--- config.mk ---
export PLATFORM = sky130hd
export DESIGN_NAME = div_period_monitor
export DESIGN_NICKNAME = d
export VERILOG_FILES = /design/src/rtl/div_period_monitor.sv
export SDC_FILE = /design/constraint.sdc
export NUM_CORES = 1
export LEC_CHECK = 0
export CAP_MARGIN = 15
export CORE_MARGIN = 10
export CORE_UTILIZATION = 48
export CTS_CLUSTER_SIZE = 30
export DETAILED_ROUTE_END_ITERATION = 12
export GPL_TIMING_DRIVEN = 0
export PLACE_DENSITY = 0.74
export SLEW_MARGIN = 20
export SYNTH_ARGS = -nofsm -noshare
export SYNTH_HDL_FRONTEND = slang
export SYNTH_SLANG_ARGS = --single-unit
export TNS_END_PERCENT = 20
--- constraint.sdc ---
create_clock -name clk -period 2 [get_ports clk]
set_input_delay 0.2 -clock clk [delete_from_list [all_inputs] [get_ports clk]]
set_output_delay 0.2 -clock clk [all_outputs]
set_load 0.01 [all_outputs]
--- src/rtl/div_period_monitor.sv ---
// div_period_monitor: watches the clock divider's output, counts its rising
// edges, measures rise-to-rise period in clk cycles and flags a stall when
// no edge arrives within TIMEOUT cycles.
//
// Output protocol: period_valid_o is a one-cycle strobe with no backpressure.
// period_o is stable from that strobe until the next one. rise_pulse_o leads
// period_valid_o by exactly one cycle.
module div_period_monitor #(
    parameter int CNT_W   = 16,
    parameter int TIMEOUT = 1023
) (
    input  logic             clk,
    input  logic             reset,
    input  logic             enable_i,
    input  logic             div_in_i,
    output logic             rise_pulse_o,
    output logic [CNT_W-1:0] period_o,
    output logic             period_valid_o,
    output logic [CNT_W-1:0] edge_count_o,
    output logic             stall_o,
    output logic [1:0]       state_o
);

    typedef enum logic [1:0] {
        IDLE    = 2'd0,
        ARM     = 2'd1,
        MEASURE = 2'd2
    } state_t;

    localparam logic [CNT_W-1:0] TIMEOUT_C = CNT_W'(TIMEOUT);
    localparam logic [CNT_W-1:0] GAP_MAX   = {CNT_W{1'b1}};
    localparam logic [CNT_W-1:0] ONE       = CNT_W'(1);

    state_t             state_q, state_d;
    logic               s0_q, s1_q;
    logic [CNT_W-1:0]   gap_q, gap_d;
    logic [CNT_W-1:0]   period_q, period_d;
    logic [CNT_W-1:0]   edge_q, edge_d;
    logic               pv_q, pv_d;
    logic               stall_q, stall_d;
    logic               rise;

    // Rising edge of the synchronised divider output.
    assign rise = s0_q & ~s1_q;

    assign rise_pulse_o   = rise & (state_q != IDLE);
    assign period_o       = period_q;
    assign period_valid_o = pv_q;
    assign edge_count_o   = edge_q;
    assign stall_o        = stall_q;
    assign state_o        = state_q;

    // Two-flop synchroniser on div_in plus all measurement state.
    always_ff @(posedge clk) begin
        if (!reset) begin
            s0_q     <= 1'b0;
            s1_q     <= 1'b0;
            gap_q    <= '0;
            period_q <= '0;
            edge_q   <= '0;
            pv_q     <= 1'b0;
            stall_q  <= 1'b0;
            state_q  <= IDLE;
        end else begin
            s0_q     <= div_in_i;
            s1_q     <= s0_q;
            gap_q    <= gap_d;
            period_q <= period_d;
            edge_q   <= edge_d;
            pv_q     <= pv_d;
            stall_q  <= stall_d;
            state_q  <= state_d;
        end
    end

    // Next-state logic: a rise beats a coincident timeout, and disabling
    // beats everything (a rise seen while enable is low is dropped).
    always_comb begin
        state_d  = state_q;
        gap_d    = gap_q;
        period_d = period_q;
        edge_d   = edge_q;
        pv_d     = 1'b0;
        stall_d  = stall_q;

        if (!enable_i) begin
            state_d = IDLE;
            gap_d   = '0;
            stall_d = 1'b0;
        end else begin
            case (state_q)
                IDLE: begin
                    gap_d   = '0;
                    stall_d = 1'b0;
                    state_d = ARM;
                end
                ARM, MEASURE: begin
                    if (rise) begin
                        // ARM has no previous edge, so no period is formed.
                        if (state_q == MEASURE) begin
                            period_d = gap_q;
                            pv_d     = 1'b1;
                        end
                        edge_d  = edge_q + ONE;
                        gap_d   = ONE;
                        stall_d = 1'b0;
                        state_d = MEASURE;
                    end else if (gap_q == TIMEOUT_C) begin
                        stall_d = 1'b1;
                        gap_d   = '0;
                        state_d = ARM;
                    end else if (gap_q != GAP_MAX) begin
                        gap_d = gap_q + ONE;
                    end
                end
                default: begin
                    state_d = IDLE;
                end
            endcase
        end
    end

endmodule

==> out/results.txt, run 1 <==
Synth top area share: 0.416
Fin crit share: 0.960
Vias: 2330
Top cells by area, synth: dfxtp_1, nand2_1, a21boi_1, and2_1, nand3_1
Vias in the first global route: 2244
Clk sinks: 54
Largest area contributor in the netlist: dfxtp_1
Hold_ws: 0.455 ns
Power per standard cell area: 534 nW/µm²
First-pass GRT wire length: 10400 µm
Worst Slack Setup Final: 0.0794 ns
Pleak: 1.18 nW
Worst slew pin tran: 0.487 ns
Final Wtd Congestion: 0.872
Core Rows: 26
DRT iter0 DRCs: 128
Mapped Cells: 303
Min-Delay Path Depth: 2
GR Util All Layers: 0.143
XOR/XNOR share of the synthesized area: 0.0472
Yosys warns: 0
Syn Area/Cell: 8.58 µm²
Fin. Hold Viols: 0
Crit-path max FO: 9
Layout cell share with drive strength beyond 1: 0.109
RSZ-0062 raised after global routing: no
Total CTS buffers: 5
Final min period: 1.92 ns
Initial Util: 0.503
I/O pin cnt: 41
Pwr Total: 1.77 mW
Root Driver: clkbuf_8
Initial antenna violation count: 0
Antenna cell count: 0
Post-synthesis mux area share: 0.0236
Synth Area in Compound Gates: 0.133
Clock Latency Late Sink: 0.31 ns
Reg clk slew, reported paths: 0.09 ns
Worst VDD drop: 0.000315 V
Maximum clock frequency: 0.521 GHz
Syn_nets: 313
Min-delay src: period_o[12]$_SDFFE_PN0P_
R2R Path Start: gap_q[0]$_SDFFE_PN0P_
Final core area utilization: 0.640
DRT antenna net count: 0
Largest net degree at the start of global routing: 16
Netlist Area Pre-Place: 2600 µm²
R2R depth: 7
Max_cap viols: 0
Post-synthesis simple-gate area fraction: 0.323
Cell variety after synth: 47
CTS tree: built
Max-slew violations: 0
CP startpoint kind: flip-flop
Fin nets: 367
Clk buf depth: 2
Worst EP arrival: 2.12 ns
1st-pass router iterations: 4
Die X: 93.6 µm
Die area: 8760 µm²
Chip Height: 93.6 µm
Via/cell ratio: 5.46
Clock skew: 0.00703 ns
Status: complete, no violations
Place WS: -0.298 ns
Register area share after synthesis: 0.416
Setup violations, final: 0
Adder-cell area share of the yosys netlist: 0.0289
Rel. slew slack: 0.674
Congestion Overflow GR: 0
Hold Crit Class: flip-flop to flip-flop
Final wirelength: 6300 µm
Crit. End Element: flip-flop
# DRC: 0
Core area: 5170 µm²
DP Wirelength: 4550 µm
I/O Buffers: 40
Req. time, crit path: 2.20 ns
Register bit count reported by yosys: 54
Routed length per instance: 14.7 µm
Critical Path Start: gap_q[0]$_SDFFE_PN0P_
# H-tree levels: 2
Area Overhead vs Synth: 27.3%
Critical path type: flip-flop to flip-flop
Main combinational cell family by area after synthesis: simple AND/OR/NAND/NOR gates
-- power by group --
| part | total (mW) | switching, mW | internal, mW |
|---|---|---|---|
| clock network | 0.585 | 0.344 | 0.241 |
| registers | 1.08 | 0.00643 | 1.08 |
| logic | 0.101 | 0.0544 | 0.0462 |
-- per-stage QoR --
stage | setup TNS (ns) | instances | cell area (µm²)
floorplan | -0.145 | 303 | 2610
global placement | -3.65 | 413 | 3090
detailed placement | -4.53 | 413 | 3090
CTS | 0 | 424 | 3240
global route | 0 | 427 | 3310
finish | 0 | 427 | 3310
-- registers in the layout, indices dropped and copies added (netlist names) --
name            cells
gap_q              16
period_o           16
s1_q                1
edge_count_o       16
state_o             2
s0_q                1
stall_o             1
period_valid_o      1
-- routing by layer --
metal | share of wire | track usage | up-vias
li1 | - | - | 1168
met1 | 0.43 | 0.162 | 1090
met2 | 0.49 | 0.252 | 64
met3 | 0.071 | 0.0368 | 8
met4 | 0.011 | 0.0506 | 0
met5 | 0 | 0 | -
-- logic make-up after synthesis --
family          Yosys count
compound gates           50
mux                       6
buf+inv                  17
fa+ha+maj                 6
flops                    54
xor+xnor                 14
simple gates            156
-- layout by cell type (no fill, tap or decap), types with 4 or more instances in the layout --
cell	Yosys	final
nor2_1	12	12
a21boi_1	17	17
buf_4	1	6
o21ai_1	4	4
nand4_1	12	12
dfxtp_1	54	50
nor2b_1	4	4
a21oi_1	9	9
buf_2	5	4
clkbuf_1	9	7
clkbuf_8	0	5
nand2_1	59	58
ha_1	6	4
xnor2_1	11	11
nand3_1	20	20
buf_6	0	4
o21ai_0	5	5
and3_1	7	7
clkdlybuf4s50_1	0	40
and2_1	17	17
mux2i_1	5	5
-- critical path, stage by stage, from the launching register on --
cell,delay (ns)
dfxtp_4,0.42
ha_4,0.18
nor4bb_1,0.27
and4b_1,0.27
buf_6,0.16
nor4_4,0.06
and4_1,0.21
a221o_1,0.25
-- worst paths after layout --
check                                    to  slack [ns]
hold / removal    period_o[12]$_SDFFE_PN0P_        0.46
hold reg to reg   period_o[12]$_SDFFE_PN0P_        0.46
setup / recovery     gap_q[15]$_SDFFE_PN0P_        0.08
setup reg to reg     gap_q[15]$_SDFFE_PN0P_        0.08
-- final cells by class --
cell class              count  area [µm²]
multi-input cells         232        1500
well taps                  70        87.6
plain buffers              14        81.3
repair buffers             48         462
flip-flops and latches     54        1090
inverters                   2        10.0
fillers                   448        1860
clock buffers               6        72.6
clock inverters             1        7.51
-- cells in the mapped netlist (all sizes together) --
| master | number |
|---|---|
| nor3 | 6 |
| nand2b | 1 |
| nand3b | 1 |
| inv | 2 |
| xor2 | 3 |
| nand4b | 1 |
| a221o | 1 |
| o211ai | 2 |
| mux2 | 1 |
| a41oi | 1 |
| buf | 6 |
| ha | 6 |
| nor4bb | 1 |
| nand3 | 20 |
| or3 | 2 |
| a31oi | 3 |
| o311ai | 1 |
| nor2b | 4 |
| mux2i | 5 |
| nand2 | 59 |
| nand4 | 13 |
| nor2 | 12 |
| and3 | 7 |
| a21boi | 18 |
| xnor2 | 11 |
| and4b | 2 |
| a32o | 2 |
| and2b | 2 |
| dfxtp | 54 |
| o31ai | 2 |
| and2 | 17 |
| a21o | 1 |
| clkbuf | 9 |
| or4 | 2 |
| o21ai | 10 |
| a21oi | 9 |
| nor4 | 4 |
| and4 | 2 |
-- repair_timing --
item / CTS / global route
pin swaps: 4 / 6
gates resized for setup: 11 / 17
hold buffers: 0 / 0
endpoints found under the setup margin: 26 / 33
setup buffers: 3 / 4
cloned: 1 / 0
Power figures use the tool's default switching activity.
==> run 2: changes to the inputs <==
- ABC_CLOCK_PERIOD_IN_PS: default -> 2000
- CAP_MARGIN: 15 -> 0
==> results of run 2 <==
Same layout as run 1: the final DEF is identical, and so are final timing and power.
==> variant, RTL diff (settings of run 1) <==
Register the input `div_in_i` before use. The logic sees it one clock later. The other inputs are not delayed to match.
--- a/src/rtl/div_period_monitor.sv
+++ b/src/rtl/div_period_monitor.sv
@@ -31,6 +31,12 @@
     localparam logic [CNT_W-1:0] GAP_MAX   = {CNT_W{1'b1}};
     localparam logic [CNT_W-1:0] ONE       = CNT_W'(1);
 
+    logic div_in_q;
+
+    always_ff @(posedge clk) begin
+        div_in_q <= div_in_i;
+    end
+
     state_t             state_q, state_d;
     logic               s0_q, s1_q;
     logic [CNT_W-1:0]   gap_q, gap_d;
@@ -62,7 +68,7 @@
             stall_q  <= 1'b0;
             state_q  <= IDLE;
         end else begin
-            s0_q     <= div_in_i;
+            s0_q     <= div_in_q;
             s1_q     <= s0_q;
             gap_q    <= gap_d;
             period_q <= period_d;
Function: changed (a bounded check fails within 4 cycles, from zero or initial values and one cycle with reset low).
==> variant against run 1 <==
Final area up 3.3%. Sequential cell count up 1. Synthesized cell count up 0.33%. Routed wire length up 6.1%. Setup slack worse by 0.072 ns. Total power up 11%. Area after synthesis up 0.77%. Non-clock buffer count up 4. Utilization up 1.7 points. Critical endpoint unchanged.
==> variant: results <==
group,metric,value,unit
status,status,"finished, final reports clean",
clock_network,cts_resized,12,
power,vdd_ir_drop_max,289,µV
finish,buffers,66,
worst_hold_path,worstHoldPathCells,1,
finish,seq_share,32.8,%
placed_design,dp_hpwl,4640,µm
global_routing,grt_pass1_wl,10800,µm
worst_hold_path,hold_path.class,"in2reg",
drt,wl_met2,3210,µm
worst_setup_path,reg2reg_slack,0.007,ns
global_routing,track_usage,14.9,%
placed_design,place_congestion,0.884,
drt,wl_met1,2960,µm
drt,wl_met3,468,µm
synthesis,syn_nets,314,
drt,wire_per_inst,15.4,µm
synthesis,synthTopCellsByCount,"nand2_1, dfxtp_1, nand3_1, a21boi_1, and2_1",
timing,timing.hold.ws,0.329,ns
synthesis,yosys_register_bits,55,
global_routing,grt_max_degree,17,
power,p_leak,0.00123,µW
finish,n_fill_cell,442,
finish,clkCellAreaFrac,3.44,%
worst_setup_path,slowest_delay,0.40,ns
global_routing,use_met1,19.1,%
worst_setup_path,reg2reg_depth,9,
drt,topRoutingLayerUsed,"met4",
placed_design,dp_slack,-0.288,ns
worst_hold_path,hold_start,"div_in_i",
worst_hold_path,hold_end,"div_in_q$_DFF_P_",
finish,drive_above_1_share,13.7,%
finish,nNetsFinal,373,
global_routing,met2_usage,23.4,%
finish,multi_input_area_share,43.5,%
synthesis,synthTopCellsByArea,"dfxtp_1, nand2_1, a21boi_1",
timing,maxSlewHeadroom,65.9,%
clock_network,post_cts.repair.setup_buffers,2,
worst_setup_path,crit_fanout,6,
timing,worst_clock_skew,0.00694,ns
synthesis,ys_seq_area_share,42.0,%
## variant: cell count changes after synthesis
| cell | before | now |
|---|---|---|
| dfxtp_1 | 54 | 55 |
## variant: metrics by stage
stage / area (µm²) / utilization, % / cells
CTS: 3290 / 63.2 / 425
global route: 3420 / 65.6 / 434
detailed placement: 3110 / 59.8 / 414
global placement: 3110 / 59.8 / 414
finish: 3420 / 65.6 / 434
floorplan: 2630 / - / 304
## variant: kinds of logic (layout without fill, tap and decap cells)
kind of cell | Yosys count | in the layout | share of synthesized area, %
adder cells (fa/ha/maj) | 6 | 6 | 2.87
buffers and inverters | 17 | 76 | 2.82
flip-flops | 55 | 55 | 42.0
multiplexers | 6 | 6 | 2.34
AO/OA/AOI/OAI | 50 | 51 | 13.2
XOR/XNOR | 14 | 14 | 4.68
AND/OR/NAND/NOR | 156 | 156 | 32.1
## variant: where the power goes
group	switching (µW)	internal (µW)
combinational	54.5	43.9
sequential	5.00	1100
clock	357	406
